### src/rtl/tof_echo_detector_pkg.sv
// Shared types and default widths for the time-of-flight echo detector.
package tof_pkg;

    typedef enum logic [1:0] {
        S_IDLE   = 2'd0,
        S_BLANK  = 2'd1,
        S_SEARCH = 2'd2,
        S_DONE   = 2'd3
    } tof_state_e;

    localparam int DEF_DATA_W   = 28;
    localparam int DEF_CNT_W    = 16;
    localparam int DEF_ENERGY_W = 2 * DEF_DATA_W;

endpackage

### src/rtl/tof_echo_detector_energy_cmp.sv
// Registered squarer; the comparator works on the registered energy so the
// top can register the run update one cycle later.
module echo_energy_cmp
    import tof_pkg::*;
#(
    parameter int DATA_W = DEF_DATA_W,
    parameter int CNT_W  = DEF_CNT_W
) (
    input  logic                     CLK_FAST,
    input  logic                     RST,
    input  logic                     i_flush,
    input  logic                     i_vld,
    input  logic signed [DATA_W-1:0] i_data,
    input  logic [CNT_W-1:0]         i_idx,
    input  logic                     i_srch,
    input  logic [2*DATA_W-1:0]      i_thr,
    output logic                     o_vld,
    output logic [CNT_W-1:0]         o_idx,
    output logic                     o_srch,
    output logic                     o_above
);

    localparam int EW = 2 * DATA_W;

    logic signed [EW-1:0] w_ext;
    logic signed [EW-1:0] w_sq;
    logic                 r_vld;
    logic [EW-1:0]        r_energy;
    logic [CNT_W-1:0]     r_idx;
    logic                 r_srch;

    // Full-width square of a DATA_W value always fits in 2*DATA_W bits.
    assign w_ext = {{DATA_W{i_data[DATA_W-1]}}, i_data};
    assign w_sq  = w_ext * w_ext;

    always_ff @(posedge CLK_FAST) begin
        if (RST || i_flush) begin
            r_vld <= 1'b0;
        end else begin
            r_vld <= i_vld;
        end
    end

    always_ff @(posedge CLK_FAST) begin
        if (i_vld) begin
            r_energy <= w_sq;
            r_idx    <= i_idx;
            r_srch   <= i_srch;
        end
    end

    assign o_vld   = r_vld;
    assign o_idx   = r_idx;
    assign o_srch  = r_srch;
    assign o_above = (r_energy > i_thr);

endmodule

### src/rtl/tof_echo_detector.sv
// Echo detector: blanking, first HOLD-long above-threshold run search and
// timeout, fed by the band-pass FIR source stream.
module tof_echo_detector
    import tof_pkg::*;
#(
    parameter int DATA_W      = DEF_DATA_W,
    parameter int CNT_W       = DEF_CNT_W,
    parameter int BLANK       = 64,
    parameter int HOLD        = 3,
    parameter int MAX_SAMPLES = 3800
) (
    input  logic                     CLK_FAST,
    input  logic                     RST,
    input  logic                     burst_start,
    input  logic                     sample_valid,
    input  logic signed [DATA_W-1:0] sample_data,
    input  logic [2*DATA_W-1:0]      threshold,
    output logic                     busy,
    output logic                     tof_valid,
    output logic [CNT_W-1:0]         tof_count,
    output logic                     timeout
);

    localparam int EW    = 2 * DATA_W;
    localparam int RUN_W = $clog2(HOLD + 1);

    tof_state_e       r_state, w_state_nxt;
    logic [CNT_W-1:0] r_idx;
    logic [RUN_W-1:0] r_run;
    logic [CNT_W-1:0] r_run_start;
    logic [EW-1:0]    r_thr;
    logic             r_tof_valid;
    logic             r_timeout;
    logic [CNT_W-1:0] r_tof_count;

    logic             w_accept;
    logic             w_srch_tag;
    logic             w_cmp_vld;
    logic [CNT_W-1:0] w_cmp_idx;
    logic             w_cmp_srch;
    logic             w_cmp_above;
    logic             w_eval;
    logic             w_hit;
    logic             w_last;

    assign w_accept = sample_valid && !burst_start &&
                      (r_state == S_BLANK || r_state == S_SEARCH);
    // Tag by index, not state: the sample that arrives as idx reaches BLANK
    // still belongs to the search window.
    assign w_srch_tag = (r_idx >= CNT_W'(BLANK));

    echo_energy_cmp #(
        .DATA_W (DATA_W),
        .CNT_W  (CNT_W)
    ) u_energy_cmp (
        .CLK_FAST (CLK_FAST),
        .RST      (RST),
        .i_flush  (burst_start),
        .i_vld    (w_accept),
        .i_data   (sample_data),
        .i_idx    (r_idx),
        .i_srch   (w_srch_tag),
        .i_thr    (r_thr),
        .o_vld    (w_cmp_vld),
        .o_idx    (w_cmp_idx),
        .o_srch   (w_cmp_srch),
        .o_above  (w_cmp_above)
    );

    assign w_eval = w_cmp_vld && w_cmp_srch && (r_state == S_SEARCH);
    assign w_hit  = w_eval && w_cmp_above && (r_run == RUN_W'(HOLD - 1));
    assign w_last = w_eval && !w_hit && (w_cmp_idx == CNT_W'(MAX_SAMPLES - 1));

    always_comb begin
        w_state_nxt = r_state;
        case (r_state)
            S_IDLE:   w_state_nxt = S_IDLE;
            S_BLANK:  if (r_idx >= CNT_W'(BLANK)) w_state_nxt = S_SEARCH;
            S_SEARCH: begin
                if (w_hit)       w_state_nxt = S_DONE;
                else if (w_last) w_state_nxt = S_IDLE;
            end
            S_DONE:   w_state_nxt = S_IDLE;
            default:  w_state_nxt = S_IDLE;
        endcase
        if (burst_start) w_state_nxt = S_BLANK;
    end

    always_ff @(posedge CLK_FAST) begin
        if (RST) r_state <= S_IDLE;
        else     r_state <= w_state_nxt;
    end

    always_ff @(posedge CLK_FAST) begin
        if (RST) begin
            r_idx       <= '0;
            r_run       <= '0;
            r_run_start <= '0;
            r_thr       <= '0;
            r_tof_valid <= 1'b0;
            r_timeout   <= 1'b0;
            r_tof_count <= '0;
        end else if (burst_start) begin
            r_idx       <= '0;
            r_run       <= '0;
            r_thr       <= threshold;
            r_tof_valid <= 1'b0;
            r_timeout   <= 1'b0;
        end else begin
            r_tof_valid <= w_hit;
            r_timeout   <= w_last;
            if (w_accept && r_idx != '1) r_idx <= r_idx + 1'b1;
            if (w_eval) begin
                if (w_cmp_above) begin
                    r_run <= w_hit ? '0 : r_run + 1'b1;
                    if (r_run == '0) r_run_start <= w_cmp_idx;
                    // With HOLD==1 the run starts and ends on the same sample.
                    if (w_hit) r_tof_count <= (r_run == '0) ? w_cmp_idx : r_run_start;
                end else begin
                    r_run <= '0;
                end
            end
        end
    end

    assign busy      = (r_state == S_BLANK) || (r_state == S_SEARCH);
    assign tof_valid = r_tof_valid;
    assign timeout   = r_timeout;
    assign tof_count = r_tof_count;

endmodule

### config.mk
export PLATFORM = sky130hd
export DESIGN_NAME = tof_echo_detector
export DESIGN_NICKNAME = d
export VERILOG_FILES = /design/src/rtl/tof_echo_detector_pkg.sv /design/src/rtl/tof_echo_detector_energy_cmp.sv /design/src/rtl/tof_echo_detector.sv
export SDC_FILE = /design/constraint.sdc
export NUM_CORES = 2
export LEC_CHECK = 0
export ABC_AREA = 1
export BUFFER_PORTS_ARGS = -buffer_cell sky130_fd_sc_hd__buf_2
export CORE_ASPECT_RATIO = 1.25
export CORE_UTILIZATION = 25
export DETAILED_ROUTE_END_ITERATION = 8
export PLACE_DENSITY = 0.37
export SETUP_SLACK_MARGIN = 0.2
export SLEW_MARGIN = 30
export SYNTH_ARGS = -nofsm -noshare
export SYNTH_HDL_FRONTEND = slang
export SYNTH_SLANG_ARGS = --single-unit
### constraint.sdc
create_clock -name CLK_FAST -period 13.8 [get_ports CLK_FAST]
set_input_delay 0 -clock CLK_FAST [delete_from_list [all_inputs] [get_ports CLK_FAST]]
set_output_delay 0 -clock CLK_FAST [all_outputs]
set_load 0.03 [all_outputs]
==> summary.md <==
| Metric | Value |
|---|---|
| PostCTS Resize Cnt | 0 |
| Clock period minus worst slack | 7.25 ns |
| Required time of the critical path | 14.05 ns |
| CTS tree | done |
| Max clock buf depth | 3 |
| DP Area | 0.0367 mm2 |
| Post-synth EDFFs | 72 |
| Async SR Flop Fraction | 0% |
| Final wirelength | 98200 um |
| Largest net degree at the start of global routing | 112 |
| Slew @ Worst Pin | 0.916 ns |
| Total gr overflow | 0 |
| Routed WL per cell | 17.1 um |
| FILL cells | 14.7k |
| Die area | 0.138 mm2 |
| Yosys cell types | 48 |
| First-pass GRT wire length | 156000 um |
| H-tree depth | 4 |
| Worst stage delay on the critical path | 0.76 ns |
| Post-route ant nets | 0 |
| Mapped Area | 0.0342 mm2 |
| CTS Sinks | 183 |
| Worst EP arrival | 7.50 ns |
| Worst-path maximum fanout | 29 |
| NumNets Final | 5089 |
| Design Area, Final | 0.0380 mm2 |
| Syn Area/Cell | 8.82 um2 |
| Layout cell share with drive strength beyond 1 | 5.14% |
| # diodes | 0 |
| Final hold violation count | 0 |
| Critical path's slowest cell | fa_1 |
| Status | completed |
| Initial core utilization | 25.2% |
| Port Buffers | 106 |
| Die Height | 416 um |
| Vias in the first global route | 27.0k |
| Most used cell, CP | fa_1 |
| Fmax | 0.138 GHz |
| RePlAce Congestion | 0.841 |
| Root Buffer | clkbuf_16 |
| #FFs+latches synth | 183 |
| Max_slew headroom | 39.0% |
| DRT iter0 DRCs | 990 |
| Top Ports | 107 |
| Commonest cells after routing, fill and taps aside | 1176 x inv_1, 756 x fa_1, 647 x nand2_1, 264 x ha_1, 180 x a21oi_1 |
| CP Capture Type | flop |
| Final Setup Violations | 0 |
| Crit path kind | in2reg |
| Core area | 0.136 mm2 |
| Cts hold-fix bufs | 60 |
| RSZ-0062 raised after global routing | false |
| Hold Path Class | in2reg |
| Area growth from synthesis to layout | 11.1% |
| CTS buffer count | 25 |
| Clock Pin Slew Worst Setup and Hold Paths | 0.07 ns |
| Max-slew violation count | 0 |
| Initial antenna violation count | 2 |
| Crit start category | primary input |
| DP HPWL | 82500 um |
| Seq/Total Area, Yosys | 12.8% |
| Skew final | 0.0167 ns |
| Synth Flop Type | dfxtp_1 |
| Synth warnings | 0 |
| Critical-path cell list | buf_2 -> buf_4 -> nand2_1 -> fa_1 -> inv_1 -> fa_1 -> inv_1 -> fa_1 -> inv_1 -> fa_1 -> fa_1 -> fa_1 -> inv_1 -> fa_1 -> inv_1 -> ha_1 -> ha_1 -> nand2_1 -> nor2_1 -> nand2_1 -> nor2_1 -> o21ai_0 -> nand4_1 -> nand2_1 |
| Setup_tns | 0 ns |
| Tcrit/Tclk final | 52.6% |
| Clk Latency, worst-skew pair | 0.50 ns |
| TritonRoute pass-1 iters | 5 |
| Via count | 23.7k |
| FP Rows | 151 |
| # DRC | 0 |
| Total of max-cap violations | 0 |
| Gr usage total | 14.6% |
| Vias/cell | 4.12 |
| Die X | 333 um |
| Post-CTS setup repair buffer count | 0 |
| Cells after synthesis | 3879 |
| Most common cell after layout, fill and taps aside | inv_1 |
| Synth Net Count | 4987 |
-- area by class of cell --
cell class                 instances  area (um2)  area share, %
sequential                       183        4380           11.5
inverter                        1186        4460           11.7
timing repair buffer             194        1350           3.54
multi-input combinational       2391       24900           65.5
clock inverter                     7        90.1          0.237
tap                             1759        2200           5.79
clock buffer                      26         629           1.66
-- flip-flops by register name, summed over array words and instances (netlist names), 2 cells and up --
name / flops
u_energy_cmp.r_energy: 55
r_idx: 16
r_state: 2
r_run: 2
r_thr: 56
r_run_start: 16
u_energy_cmp.o_idx: 16
tof_count: 16
-- path summary, 6_finish.rpt --
path / startpoint / endpoint / slack, ns / depth (start not counted)
worst max-delay path: sample_data[4] / u_energy_cmp.r_energy[52] / 6.55 / 24
worst min-delay path: sample_data[0] / u_energy_cmp.r_energy[0] / 0.11 / 2
worst max register to register: r_state[0] / r_idx[13] / 10.99 / 13
worst min register to register: r_run_start[11] / r_run_start[11] / 0.45 / 2
-- worst max-delay path, delay by kind of cell --
kind	cells	cell delay, ns
fa+ha+maj	9	4.91
compound gates	1	0.27
simple gates	7	1.05
buf+inv	7	1.21
-- logic make-up after synthesis --
kind of cell               Yosys count  share of synthesized area (%)
AOI/OAI and AO/OA                  392                           6.24
xor gates and xnor gates            76                           1.94
adders and majority gates         1020                           53.9
buffers and inverters             1305                           14.4
DFF                                183                           12.8
and+or+nand+nor                    903                           10.7
-- per-stage QoR --
step           hold slack (ns)  utilization, %  cells  setup WS, ns
6_report                 0.113            28.0   5746          6.55
5_1_grt                 0.0931            28.0   5746          5.88
4_1_cts                 0.0883            28.0   5746          6.44
3_5_place_dp             0.236            27.1   5653          5.91
3_3_place_gp             0.251            27.1   5653          5.91
2_1_floorplan           0.0989               -   3879          6.84
-- synth_stat cells (10+ instances only) --
| library cell | number | area, um2 |
|---|---|---|
| nand2_1 | 647 | 2430 |
| nor2_1 | 137 | 514 |
| xor2_1 | 46 | 403 |
| a21oi_1 | 180 | 901 |
| clkbuf_1 | 76 | 285 |
| edfxtp_1 | 72 | 2160 |
| dfxtp_1 | 111 | 2220 |
| a21o_1 | 10 | 75.1 |
| inv_1 | 1177 | 4420 |
| o21bai_1 | 12 | 90.1 |
| xnor2_1 | 30 | 263 |
| nand4_1 | 29 | 181 |
| nor3_1 | 18 | 90.1 |
| a31oi_1 | 16 | 100 |
| fa_1 | 756 | 15100 |
| nand3_1 | 35 | 175 |
| ha_1 | 264 | 3300 |
| buf_1 | 37 | 139 |
| o21ai_0 | 142 | 711 |
-- metal layers --
| metal | routed length, um | global-route usage [%] | share of wire (%) |
|---|---|---|---|
| met1 | 45400 | 19.3 | 46 |
| met2 | 49000 | 25.9 | 50 |
| met3 | 2070 | 0.868 | 2.1 |
| met4 | 1750 | 3.01 | 1.8 |
| met5 | 27 | 0 | 0.027 |
Power is left out: the tool's default activity adds up to more than one toggle a clock period on the data nets, which glitch-free logic cannot reach.
